===== src/rtl/tx_arb_pkg.sv =====
// rtl/tx_arb_pkg.sv - shared encodings and widths for the TX frame arbiter
package tx_arb_pkg;

  localparam int LEN_W   = 14;
  localparam int CNT_W   = 16;
  localparam int EOF_BIT = 8;

  typedef enum logic [1:0] {
    ST_IDLE    = 2'd0,
    ST_PASS    = 2'd1,
    ST_DISCARD = 2'd2
  } arb_state_e;

  typedef struct packed {
    arb_state_e        state;
    logic [1:0]        grant;
    logic              last;
    logic [LEN_W-1:0]  len_cnt;
  } arb_ctrl_t;

endpackage


===== src/rtl/tx_arb_stat_cnt.sv =====
// rtl/tx_arb_stat_cnt.sv - wrapping statistics counter with enable
module tx_arb_stat_cnt
  import tx_arb_pkg::*;
(
  input  logic             clk,
  input  logic             reset,
  input  logic             en,
  output logic [CNT_W-1:0] count
);

  always_ff @(posedge clk or posedge reset) begin
    if (reset) begin
      count <= '0;
    end else if (en) begin
      count <= count + CNT_W'(1);
    end
  end

endmodule


===== src/rtl/tx_frame_arb.sv =====
// rtl/tx_frame_arb.sv - frame-granular round-robin arbiter in front of the MAC TX FIFO
module tx_frame_arb
  import tx_arb_pkg::*;
#(
  parameter int MAX_LEN = 1500
) (
  input  logic             clk,
  input  logic             reset,
  input  logic [8:0]       s0_data,
  input  logic             s0_valid,
  output logic             s0_ready,
  input  logic [8:0]       s1_data,
  input  logic             s1_valid,
  output logic             s1_ready,
  input  logic             pause,
  output logic [8:0]       txff_din,
  output logic             txff_wren,
  input  logic             txff_afull,
  output logic [1:0]       grant,
  output logic [CNT_W-1:0] frame_count0,
  output logic [CNT_W-1:0] frame_count1,
  output logic [CNT_W-1:0] trunc_count
);

  localparam logic [LEN_W-1:0] LAST_IDX = LEN_W'(MAX_LEN - 1);

  arb_ctrl_t  ctrl;
  logic       sel;
  logic [8:0] sel_data;
  logic       sel_valid;
  logic       sel_ready;
  logic       accept;
  logic       beat_eof;
  logic       at_limit;
  logic       pass_accept;
  logic       next_port;
  logic       inc_fc0;
  logic       inc_fc1;
  logic       inc_trunc;

  always_comb begin
    sel       = ctrl.grant[1];
    sel_data  = sel ? s1_data  : s0_data;
    sel_valid = sel ? s1_valid : s0_valid;
    // Discard drains the source regardless of FIFO level since nothing is written.
    case (ctrl.state)
      ST_PASS:    sel_ready = ~txff_afull;
      ST_DISCARD: sel_ready = 1'b1;
      default:    sel_ready = 1'b0;
    endcase
    s0_ready    = sel_ready & ctrl.grant[0];
    s1_ready    = sel_ready & ctrl.grant[1];
    accept      = sel_valid & sel_ready;
    beat_eof    = sel_data[EOF_BIT];
    at_limit    = (ctrl.len_cnt == LAST_IDX);
    pass_accept = (ctrl.state == ST_PASS) & accept;
    next_port   = (s0_valid & s1_valid) ? ~ctrl.last : s1_valid;
    inc_fc0     = pass_accept & beat_eof & ~sel;
    inc_fc1     = pass_accept & beat_eof & sel;
    inc_trunc   = pass_accept & ~beat_eof & at_limit;
  end

  always_ff @(posedge clk or posedge reset) begin
    if (reset) begin
      ctrl.state   <= ST_IDLE;
      ctrl.grant   <= 2'b00;
      ctrl.last    <= 1'b1;
      ctrl.len_cnt <= '0;
      txff_din     <= '0;
      txff_wren    <= 1'b0;
    end else begin
      txff_wren <= 1'b0;
      case (ctrl.state)
        ST_IDLE: begin
          if (!pause && (s0_valid || s1_valid)) begin
            ctrl.grant   <= next_port ? 2'b10 : 2'b01;
            ctrl.last    <= next_port;
            ctrl.len_cnt <= '0;
            ctrl.state   <= ST_PASS;
          end
        end
        ST_PASS: begin
          if (accept) begin
            ctrl.len_cnt <= ctrl.len_cnt + LEN_W'(1);
            txff_wren    <= 1'b1;
            txff_din     <= {beat_eof | at_limit, sel_data[7:0]};
            if (beat_eof) begin
              ctrl.grant <= 2'b00;
              ctrl.state <= ST_IDLE;
            end else if (at_limit) begin
              ctrl.state <= ST_DISCARD;
            end
          end
        end
        ST_DISCARD: begin
          if (accept && beat_eof) begin
            ctrl.grant <= 2'b00;
            ctrl.state <= ST_IDLE;
          end
        end
        default: ctrl.state <= ST_IDLE;
      endcase
    end
  end

  assign grant = ctrl.grant;

  tx_arb_stat_cnt u_fc0 (.clk(clk), .reset(reset), .en(inc_fc0),   .count(frame_count0));
  tx_arb_stat_cnt u_fc1 (.clk(clk), .reset(reset), .en(inc_fc1),   .count(frame_count1));
  tx_arb_stat_cnt u_trc (.clk(clk), .reset(reset), .en(inc_trunc), .count(trunc_count));

endmodule


===== config.mk =====
export PLATFORM = sky130hd
export DESIGN_NAME = tx_frame_arb
export DESIGN_NICKNAME = d
export VERILOG_FILES = /design/src/rtl/tx_arb_pkg.sv /design/src/rtl/tx_arb_stat_cnt.sv /design/src/rtl/tx_frame_arb.sv
export SDC_FILE = /design/constraint.sdc
export NUM_CORES = 1
export LEC_CHECK = 0
export ABC_AREA = 0
export CAP_MARGIN = 20
export CORE_MARGIN = 5
export CORE_UTILIZATION = 50
export CTS_CLUSTER_SIZE = 40
export DETAILED_ROUTE_END_ITERATION = 10
export PLACE_DENSITY = 0.82
export REMOVE_ABC_BUFFERS = 1
export SETUP_SLACK_MARGIN = 0.3
export SLEW_MARGIN = 20
export SYNTH_ARGS = -nofsm -noshare
export SYNTH_HDL_FRONTEND = slang
export SYNTH_SLANG_ARGS = --single-unit
export TNS_END_PERCENT = 50

===== constraint.sdc =====
create_clock -name clk -period 3.5 [get_ports clk]
set_input_delay 0.525 -clock clk [delete_from_list [all_inputs] [get_ports clk]]
set_output_delay 0.525 -clock clk [all_outputs]
set_load 0.1 [all_outputs]

==> key figures, run 1 <==
Yosys
  • Area leader, netlist: dfrtp_1
  • Syn avg cell area: ~10 sq um
  • Main area contributors after synthesis: dfrtp_1 51%, xnor2_1 7.5%, xor2_1 5.9%, nand4_1 4.5%, nand2_1 4.2%
  • Sequential share of the synthesized area: 0.519
  • Unique masters post-synth: 41
  • Mapped cell area: 3720 sq um
  • Number of synthesized flops with an enable pin: 0
  • Post-synth ARST share: 1.00
  • Cells after synthesis: ~360
  • Synth Flop Type: dfrtp_1
  • Synth Register Bits: 77
  • Synth Warn #: 0
  • Synth top area share: 0.511

GRT
  • Routing usage on met2: 0.327
  • First-pass GRT wire length: between 10000 and 15000 microns
  • Global-route met3 utilization: 0.0625
  • Vias in the first global route: 3145
  • Met1 usage: 0.256
  • GRT Total Usage: 0.204
  • Largest net degree at the start of global routing: 43
  • GRT busiest layer: met2
  • Initial antenna violation count: 0
  • Grt total ovfl: 0

Clocking
  • Clk buf depth: 2
  • Hold_buf cts: 0
  • Clk sinks: 77
  • Clock Latency Late Sink: roughly 0.35 ns
  • Root buf cell: clkbuf_8
  • Post_cts resized: 0
  • TritonCTS clock tree: yes
  • # Post-CTS Setup Buffers: 0
  • Inserted Clock Buffers: 9
  • Clk slew on worst S/H paths: ~0.08 ns
  • CTS H-Tree Depth: 3

Setup path
  • CP Class: reg2reg
  • R2R Path End: u_fc0.count[14]$_DFFE_PP0P_
  • Worst Reg-to-Reg Cells: 8
  • Crit path DAT: roughly 2.9 ns
  • Flop-to-flop setup slack: ~0.86 ns
  • Crit-path cells: inv_1 -> ha_1 -> nand2_1 -> or3_1 -> buf_4 -> nor3_1 -> nand3_1 -> xnor2_1
  • Crit path max fanout: 25
  • CP max-delay cell: nor3_1
  • Setup crit end kind: flop
  • Worst reg2reg startpoint: ctrl[17]$_DFFE_PP0P_
  • Crit path launch type: flop
  • Data required, critical path: ~3.7 ns
  • Slowest stage delay, CP: between 0.4 and 0.5 ns

Status
  • Status: finished, final reports clean

Place
  • DP HPWL: around 6300 microns
  • IO Port Bufs: between 80 and 90
  • GPL Wtd Cong: 0.895
  • Placed Cells: approximately 540

Timing
  • Post-Route Skew: approximately 0.012 ns
  • Least-Margin Pin Slew: just over 1 ns
  • Setup violations, final: 0
  • FMAX: around 380 MHz
  • Rel. slew slack: 0.318
  • Tmin final: between 2 and 3 ns
  • Count of final max-slew check failures: 0
  • Final Hold Fails: 0
  • RSZ-0062 raised after global routing: no
  • Hold slack: ~0.47 ns
  • Final period util: 0.755
  • Final TNS setup: 0 ns

Power
  • VDD IR max: 489 uV
  • Pwr/cell area: about 580 nW/um^2
  • LEAKAGE: 2.14 nW
  • Final Power: roughly 2.8 mW

Drt
  • Initial DRC Count: roughly 120
  • Routed WL per cell: around 15 microns
  • Drt drc: 0
  • Drt pass-1 iters: 4
  • Post-DRT Antenna Nets: 0
  • Via count: approximately 3000
  • Vias per std cell: about 5.4
  • Final Routed Wirelength: about 8600 microns

Floorplan
  • Die width: 96.2 microns
  • IO Count: 86
  • Starting Density: 0.513
  • Die area: 9260 sq um
  • Core area: 7250 sq um
  • Die height: 96.2 microns
  • FP Rows: 31

Layout
  • Share of cells above drive strength 1: 0.0833
  • Fin nets: 483
  • Diodes inserted: 0
  • Finished Layout Cells: roughly 560
  • Area grow syn2layout: 31.0%

Flow run
  • Max-cap violations: 0

Worst hold path
  • Worst Min Path Start: u_fc0.count[15]$_DFFE_PP0P_
  • Hold Path Sink: u_fc0.count[15]$_DFFE_PP0P_
  • Hold Crit Depth: 1
  • Hold Crit Class: reg2reg
-- placed cells by master, fill, tap and decap left out, drive strengths merged, types with 3 or more instances in the layout --
cell           Yosys  final
and2               5      5
and3               5      5
buf                5     11
clkbuf             5     11
clkdlybuf4s50      0     82
clkinv             0      3
dfrtp             76     76
ha                 8      8
inv               12     13
mux2               6      6
mux2i             10     10
nand2             42     42
nand3             13     13
nand4             27     27
nor2              33     33
nor2b              4      4
nor3              10     10
o211ai             3      3
o21ai             12     12
xnor2             32     32
xor2              25     25
-- area by class of cell --
type,instances,area [sq um]
Fill cell,589,2380
Sequential cell,77,1930
Clock buffer,11,141
Timing Repair Buffer,93,916
Tap cell,99,124
Clock inverter,5,35.0
Inverter,12,45.0
Multi-Input combinational cell,258,1680
-- kinds of logic after synthesis --
kind of cell             Yosys count  synth area share
multiplexers                      16            0.0451
AND/OR/NAND/NOR                  150             0.201
buffers and inverters             22            0.0293
adder cells (fa/ha/maj)            8            0.0269
XOR/XNOR                          57             0.134
AO/OA/AOI/OAI                     27            0.0451
flip-flops                        77             0.519
-- registers in the layout (all words and copies together), names as in the netlist --
signal and flops:
u_fc1.count 16, u_fc0.count 16, u_trc.count 16, txff_wren 1, grant 2, txff_din 9
ctrl 17
-- layer usage --
| layer | routed length (microns) | vias up | part of all wire |
|---|---|---|---|
| li1 | - | 1413 | - |
| met1 | 3680 | 1423 | 0.43 |
| met2 | 4100 | 117 | 0.48 |
| met3 | 587 | 21 | 0.068 |
| met4 | 211 | 0 | 0.025 |
| met5 | 0 | - | 0 |
-- cell usage after synthesis (2+ instances only) --
cell and number:
a21oi_1 2, buf_4 3, o21bai_1 2, nor3_1 9, and2_1 5, clkbuf_1 5, buf_6 2, and3_1 5
ha_1 8, nand4_1 27, nor4_1 2, o21ai_0 12, nand2_1 42, xor2_1 25, xnor2_1 32, nor2b_1 4
nor2_1 33, dfrtp_1 76, inv_1 12, mux2i_1 10, mux2_2 6, o211ai_1 3, a31oi_1 2, nand3_1 13
-- worst max-delay path by stage --
stage,startpoint,to,depth (start not counted)
global placement,s1_valid,u_fc0.count[14]$_DFFE_PP0P_,7
finish,ctrl[17]$_DFFE_PP0P_,u_fc0.count[14]$_DFFE_PP0P_,8
CTS,ctrl[17]$_DFFE_PP0P_,u_fc0.count[14]$_DFFE_PP0P_,8
global route,ctrl[18]$_DFFE_PP0P_,u_fc0.count[14]$_DFFE_PP0P_,8
floorplan,grant[1]$_DFFE_PP0P_,ctrl[4]$_DFFE_PP0P_,5
detailed placement,s0_valid,u_fc0.count[14]$_DFFE_PP0P_,7
-- stage by stage --
stage / setup slack [ns] / area, sq um / utilization
floorplan: 0.111 / 3650 / -
global placement: 0.723 / 4690 / 0.647
detailed placement: 0.631 / 4690 / 0.647
CTS: 0.864 / 4870 / 0.672
global route: 0.682 / 4870 / 0.672
finish: 0.859 / 4870 / 0.672
-- critical path: cells and delay by family, from the launching register on --
| kind | cells | cell delay, ns |
|---|---|---|
| and+or+nand+nor | 4 | 1.21 |
| xor gates and xnor gates | 1 | 0.15 |
| DFF | 1 | 0.40 |
| adders and majority gates | 1 | 0.42 |
| buffers and inverters | 2 | 0.35 |
-- power by group --
part	switching [mW]	internal, mW
sequential	0.0807	0.985
clock	0.331	0.278
combinational	0.873	0.291
No activity file was read; power rests on OpenSTA's default activity.
==> run 2, diff against run 1 <==
CORE_UTILIZATION = 45   (was 50)
PLACE_DENSITY = 0.78   (was 0.82)
clock period = 2.1 ns   (was 3.5 ns; I/O delays follow)
==> run 2 against run 1 <==
  * The flow now finishes with violations (setup timing)
  * Global-route usage shrank 1.9 points
  * Largest cell class is now multi-input gates
  * Clock power up 87%
  * Critical path depth unchanged
  * Clock skew shrank 0.0054 ns
  * Hold slack worse by 0.096 ns
  * Sequential share of layout area is 5.6 points lower
  * Critical path type unchanged
  * Sequential power is 64% higher
==> key figures, run 2 (same netlist as run 1, synthesis figures left out) <==
Clocking
  • Clk sinks: 77 (unchanged)
  • Clock Latency Late Sink: 0.36 ns (about the same)
  • Hold_buf cts: 0 (unchanged)
  • CTS H-Tree Depth: 3 (unchanged)
  • TritonCTS clock tree: yes
  • Inserted Clock Buffers: 9 (unchanged)
  • Clk buf depth: 2 (unchanged)
  • Root buf cell: clkbuf_8
  • Clk slew on worst S/H paths: 0.08 ns (about the same)

Setup path
  • Slowest stage delay, CP: 0.49 ns (about the same)
  • Crit path DAT: 2.46 ns (-0.42 ns)
  • Data required, critical path: 2.37 ns (-1.37 ns)
  • Worst Reg-to-Reg Cells: 8 (unchanged)
  • Crit-path cells: inv_2 -> ha_4 -> nand2_4 -> or3_4 -> or4_4 -> buf_4 -> nor2_4 -> xor2_1
  • CP max-delay cell: or4_4
  • R2R Path End: u_trc.count[6]$_DFFE_PP0P_
  • Crit path launch type: flop
  • Crit path max fanout: 6 (-76%)
  • Worst reg2reg startpoint: ctrl[18]$_DFFE_PP0P_
  • CP Class: reg2reg
  • Setup crit end kind: flop
  • Flop-to-flop setup slack: -0.09 ns (-0.94 ns)

Drt
  • Drt drc: 0 (unchanged)
  • Post-DRT Antenna Nets: 0 (unchanged)
  • Drt pass-1 iters: 4 (unchanged)
  • Final Routed Wirelength: 9670 microns (+13%)
  • Via count: 3218 (+8.2%)
  • Routed WL per cell: 15.7 microns (+1.9%)
  • Vias per std cell: 5.24 (-2.2%)
  • Initial DRC Count: 134 (+11%)

Layout
  • Share of cells above drive strength 1: 0.409 (+0.325)
  • Commonest non-fill, non-tap cell in the layout: buf_4
  • Fin nets: 536 (+11%)
  • Most frequent cells in the layout: 102 x buf_4, 76 x dfrtp_1, 29 x nand2_1
  • Diodes inserted: 0 (unchanged)
  • Area grow syn2layout: 52.4%
  • Finished Layout Cells: 614 (+11%)
  • Most flops, register: ctrl
  • Largest register FFs: 17 (unchanged)

Place
  • GPL Wtd Cong: 0.841 (-6.0%)
  • Dpl ws: -0.318 ns (-0.949 ns)
  • DP HPWL: 6280 microns (-0.10%)
  • IO Port Bufs: 85 (unchanged)
  • Placed Cells: 579 (+7.4%)

GRT
  • GRT Total Usage: 0.185 (-0.0189)
  • Initial antenna violation count: 0 (unchanged)
  • Grt total ovfl: 0 (unchanged)
  • Routing usage on met2: 0.302 (-0.0249)
  • First-pass GRT wire length: 15000 microns (+2.9%)
  • Global-route met3 utilization: 0.0422 (-0.0203)
  • Met1 usage: 0.248 (-0.00785)
  • GRT busiest layer: met2
  • Vias in the first global route: 3092 (-1.7%)
  • Largest net degree at the start of global routing: 78 (+81%)

Floorplan
  • Die area: 10200 sq um (+9.9%)
  • FP Rows: 33 (+6.5%)
  • IO Count: 86 (unchanged)
  • Starting Density: 0.457 (-0.0555)
  • Core area: 8130 sq um (+12%)
  • Die width: 101 microns (+4.8%)
  • Die height: 101 microns (+4.8%)

Power
  • Combinational share of power: 0.451 (+0.041)
  • Switch Pwr: 2.32 mW (+80%)
  • VDD IR max: 523 uV (+6.8%)
  • Pwr/cell area: 932 nW/um^2 (+60%)
  • Flop pwr share: 0.334 (-0.041)
  • P_int: 2.96 mW (+91%)
  • Switching share of power: 0.439 (-0.0136)
  • LEAKAGE: 2.74 nW (+28%)
  • Clock share of power: 0.215 (about the same)

Flow run
  • Max-cap violations: 0 (unchanged)

Worst hold path
  • Hold Crit Class: in2async

Timing
  • Tmin final: 2.19 ns (-0.455 ns)
  • Setup violations, final: 7 (+7)
  • Post-Route Skew: 0.00664 ns (-0.00542 ns)
  • Hold slack: 0.372 ns (-0.0963 ns)
  • Rel. slew slack: 0.734 (+0.417)
  • Final worst slack: -0.0857 ns (-0.945 ns)
  • Final Hold Fails: 0 (unchanged)
  • RSZ-0062 raised after global routing: yes
  • Final period util: 1.04 (+0.286)
  • Count of final max-slew check failures: 0 (unchanged)
  • Least-Margin Pin Slew: 0.395 ns (-0.625 ns)
  • FMAX: 458 MHz (+21%)

Status
  • Failing checks: setup timing
  • Status: complete, but fails checks
==> run 2: cell types whose count changed in the layout (fill, tap and decap cells not counted), moves of 6 or more <==
cell             previous run  this run
buf_4                      10       102
buf_6                       0        16
clkdlybuf4s50_1            82        23
nand2_1                    42        29
nand2_2                     0         8
nand3_1                    13         5
nand3_2                     0         8
nor2_1                     33        24
nor2_4                      0         8
xnor2_1                    32        26
xnor2_2                     0         6
==> run 2: routing by layer <==
metal / wire length, microns / share of wire / vias up
li1: - / - / 1526
met1: 4160 / 0.43 / 1580
met2: 4820 / 0.50 / 93
met3: 505 / 0.052 / 19
met4: 178 / 0.018 / 0
met5: 0 / 0 / -
==> run 2: what timing repair did <==
action | CTS | global route
resized for setup | 67 | 45
pin swaps | 26 | 59
buffers inserted | 6 | 13
endpoints found under the setup margin | 73 | 76
==> run 2: through the flow <==
| stage | total power, mW | util | setup TNS [ns] | instance area, sq um |
|---|---|---|---|---|
| floorplan | 3.20 | - | -78.09 | 3650 |
| global placement | 3.80 | 0.596 | -6.30 | 4850 |
| detailed placement | 3.82 | 0.596 | -7.26 | 4850 |
| CTS | 5.14 | 0.662 | -0.00824 | 5380 |
| global route | 5.48 | 0.697 | -1.27 | 5670 |
| finish | 5.28 | 0.697 | -0.271 | 5670 |
==> run 2: critical path: cells and delay by family, from the launching register on <==
family                     cells  cell delay [ns]
and+or+nand+nor                4             1.01
DFF                            1             0.37
adders and majority gates      1             0.29
xor gates and xnor gates       1             0.18
buffers and inverters          2             0.25
==> run 2: worst max path at each step <==
stage	depth (start not counted)	endpoint	slack, ns	start
2_1_floorplan	5	ctrl[4]$_DFFE_PP0P_	-1.29	grant[1]$_DFFE_PP0P_
5_1_grt	8	u_trc.count[6]$_DFFE_PP0P_	-0.15	ctrl[18]$_DFFE_PP0P_
3_5_place_dp	6	u_trc.count[10]$_DFFE_PP0P_	-0.32	s1_valid
3_3_place_gp	6	u_trc.count[14]$_DFFE_PP0P_	-0.30	s1_valid
6_report	8	u_trc.count[6]$_DFFE_PP0P_	-0.09	ctrl[18]$_DFFE_PP0P_
4_1_cts	8	u_trc.count[14]$_DFFE_PP0P_	-0.005	ctrl[17]$_DFFE_PP0P_
==> run 2: layout make-up <==
type	count	area [sq um]
Fill cell	572	2470
Multi-Input combinational cell	258	2090
Sequential cell	77	1930
Timing Repair Buffer	146	1270
Clock buffer	11	141
Tap cell	105	131
Clock inverter	5	58.8
Inverter	12	45.0
==> run 2: power groups by stage <==
stage                     Sequential [mW]  Clock, mW  Combinational (mW)
after floorplan                      2.72          0               0.486
after global placement               1.78          0                2.02
after detailed placement             1.78          0                2.03
after CTS                            1.76       1.16                2.22
after global routing                 1.78       1.22                2.48
final                                1.76       1.14                2.38
==> run 3, diff against run 2 <==
CELL_PAD_IN_SITES_DETAIL_PLACEMENT = 0   (was not set)
CELL_PAD_IN_SITES_GLOBAL_PLACEMENT = 1   (was not set)
CORE_UTILIZATION = 35   (was 45)
GPL_ROUTABILITY_DRIVEN = 0   (was not set)
==> run 3 against run 2 <==
  * The flow still finishes with violations (setup timing)
  * Die area rose by 26%
  * Clock power is 7% lower
  * Non-clock buffer count is 11 lower
  * Sequential cell count unchanged
  * Combinational power is 5% lower
  * Register-to-register slack improved by 0.08 ns
  * Via count is 3.4% lower
  * Sequential power hardly changed
  * First-iteration DRC count shrank 25%
==> key figures, run 3 (same netlist as run 1, synthesis figures left out) <==
Status
  • Status: complete, but fails checks
  • Failing checks: setup timing

Power
  • Pwr/cell area: 932 nW/um^2 (about the same)
  • Final Power: 5.09 mW (-3.5%)
  • LEAKAGE: 2.60 nW (-4.9%)
  • VDD IR max: 805 uV (+54%)

Drt
  • Initial DRC Count: 100 (-25%)
  • Routed WL per cell: 14.9 microns (-5.1%)
  • Vias per std cell: 4.92 (-6.1%)
  • Drt pass-1 iters: 4 (unchanged)
  • Post-DRT Antenna Nets: 0 (unchanged)
  • Drt drc: 0 (unchanged)
  • Final Routed Wirelength: 9440 microns (-2.3%)
  • Via count: 3110 (-3.4%)

Timing
  • Count of final max-slew check failures: 0 (unchanged)
  • Post-Route Skew: 0.00707 ns (+0.000432 ns)
  • Final worst slack: -0.00649 ns (+0.0792 ns)
  • FMAX: 475 MHz (+3.8%)
  • Setup violations, final: 1 (-6)
  • Rel. slew slack: 0.713 (-0.0210)
  • Final period util: 1.00 (-0.0377)
  • RSZ-0062 raised after global routing: yes
  • Least-Margin Pin Slew: 0.427 ns (+0.0313 ns)
  • Final Hold Fails: 0 (unchanged)
  • Final TNS setup: -0.00649 ns (+0.265 ns)
  • Tmin final: 2.11 ns (-0.0792 ns)
  • Hold slack: 0.369 ns (-0.00282 ns)

Layout
  • Largest register FFs: 17 (unchanged)
  • Diodes inserted: 0 (unchanged)
  • Commonest non-fill, non-tap cell in the layout: buf_4
  • Utilization after layout: 0.529 (-0.167)
  • Fillers: 920 (+61%)
  • Share of cells above drive strength 1: 0.353 (-0.0558)
  • Area grow syn2layout: 46.9%
  • Fin nets: 525 (-2.1%)
  • Most frequent cells in the layout: 95 x buf_4, 76 x dfrtp_1, 35 x nand2_1
  • Most flops, register: ctrl

Clocking
  • Inserted Clock Buffers: 9 (unchanged)
  • Clock Latency Late Sink: 0.35 ns (about the same)
  • Clk sinks: 77 (unchanged)
  • Root buf cell: clkbuf_8
  • Clk buf depth: 2 (unchanged)
  • Clk slew on worst S/H paths: 0.07 ns (about the same)
  • CTS H-Tree Depth: 3 (unchanged)
  • TritonCTS clock tree: yes
  • Hold_buf cts: 0 (unchanged)

GRT
  • GRT Total Usage: 0.150 (-0.0344)
  • Largest net degree at the start of global routing: 78 (unchanged)
  • Vias in the first global route: 3192 (+3.2%)
  • Initial antenna violation count: 0 (unchanged)
  • Grt total ovfl: 0 (unchanged)
  • First-pass GRT wire length: 15600 microns (+3.9%)

Flow run
  • Max-cap violations: 0 (unchanged)

Setup path
  • CP Class: reg2reg
  • Crit path max fanout: 6 (unchanged)
  • Crit path DAT: 2.38 ns (-0.08 ns)
  • Setup crit end kind: flop
  • Crit path launch type: flop
  • Data required, critical path: 2.37 ns (about the same)

Floorplan
  • Die width: 113 microns (+12%)
  • Die height: 113 microns (+12%)
  • Die area: 12800 sq um (+26%)
  • Starting Density: 0.360 (-0.0970)
  • Core area: 10300 sq um (+27%)
  • FP Rows: 37 (+12%)
  • IO Count: 86 (unchanged)

Place
  • IO Port Bufs: 85 (unchanged)
  • Dpl ws: -0.321 ns (-0.00252 ns)
  • DP HPWL: 6460 microns (+2.9%)

Worst hold path
  • Hold Crit Class: in2async
-- run 3: repair_timing --
item	in CTS	in global routing
setup buffers	8	6
resized for setup	50	27
cloned	1	0
hold endpoints to repair	0	0
endpoints found under the setup margin	75	73
pin swaps	22	18
-- run 3: metal layers --
metal	vias to the layer above	routed length, microns	GRT usage
met5	-	0	0
met4	0	156	0.0537
met3	16	568	0.0492
met2	78	4550	0.244
met1	1517	4170	0.188
li1	1499	-	-
-- run 3: power by group --
group	internal, mW	leakage [nW]	switching [mW]
sequential	1.64	1.04	0.125
combinational	0.689	1.47	1.58
clock	0.544	0.0974	0.513
-- run 3: final timing paths --
kind                       cells after the start                         from                           to  slack (ns)
hold reg to reg                                1  u_fc1.count[15]$_DFFE_PP0P_  u_fc1.count[15]$_DFFE_PP0P_        0.47
setup / recovery                               7         ctrl[17]$_DFFE_PP0P_  u_trc.count[14]$_DFFE_PP0P_      -0.006
min in group clk                               1  u_fc1.count[15]$_DFFE_PP0P_  u_fc1.count[15]$_DFFE_PP0P_        0.47
hold / removal                                 3                        reset  u_fc0.count[15]$_DFFE_PP0P_        0.37
max in group asynchronous                      3                        reset   u_trc.count[0]$_DFFE_PP0P_        1.39
setup reg to reg                               7         ctrl[17]$_DFFE_PP0P_  u_trc.count[14]$_DFFE_PP0P_      -0.006
-- run 3: worst max-delay path, cell delays in order, from the launching register on --
cell	delay, ns
dfrtp_1	0.38
inv_2	0.08
ha_4	0.28
nand2_2	0.05
or3_4	0.36
or4_4	0.49
and3b_1	0.26
xor2_1	0.14
-- run 3: cell type report --
type	instances	area, sq um	area share
clock buffer	13	179	0.0327
clock inverter	1	5.00	0.000916
inverter	12	45.0	0.00824
multi-input combinational	258	1940	0.356
sequential	77	1930	0.353
tap	136	170	0.0311
timing repair buffer	135	1190	0.218
-- run 3: stage by stage --
stage               cell area [sq um]  cells
global route                     5460    632
global placement                 4830    603
detailed placement               4830    603
CTS                              5320    626
floorplan                        3650    347
finish                           5460    632
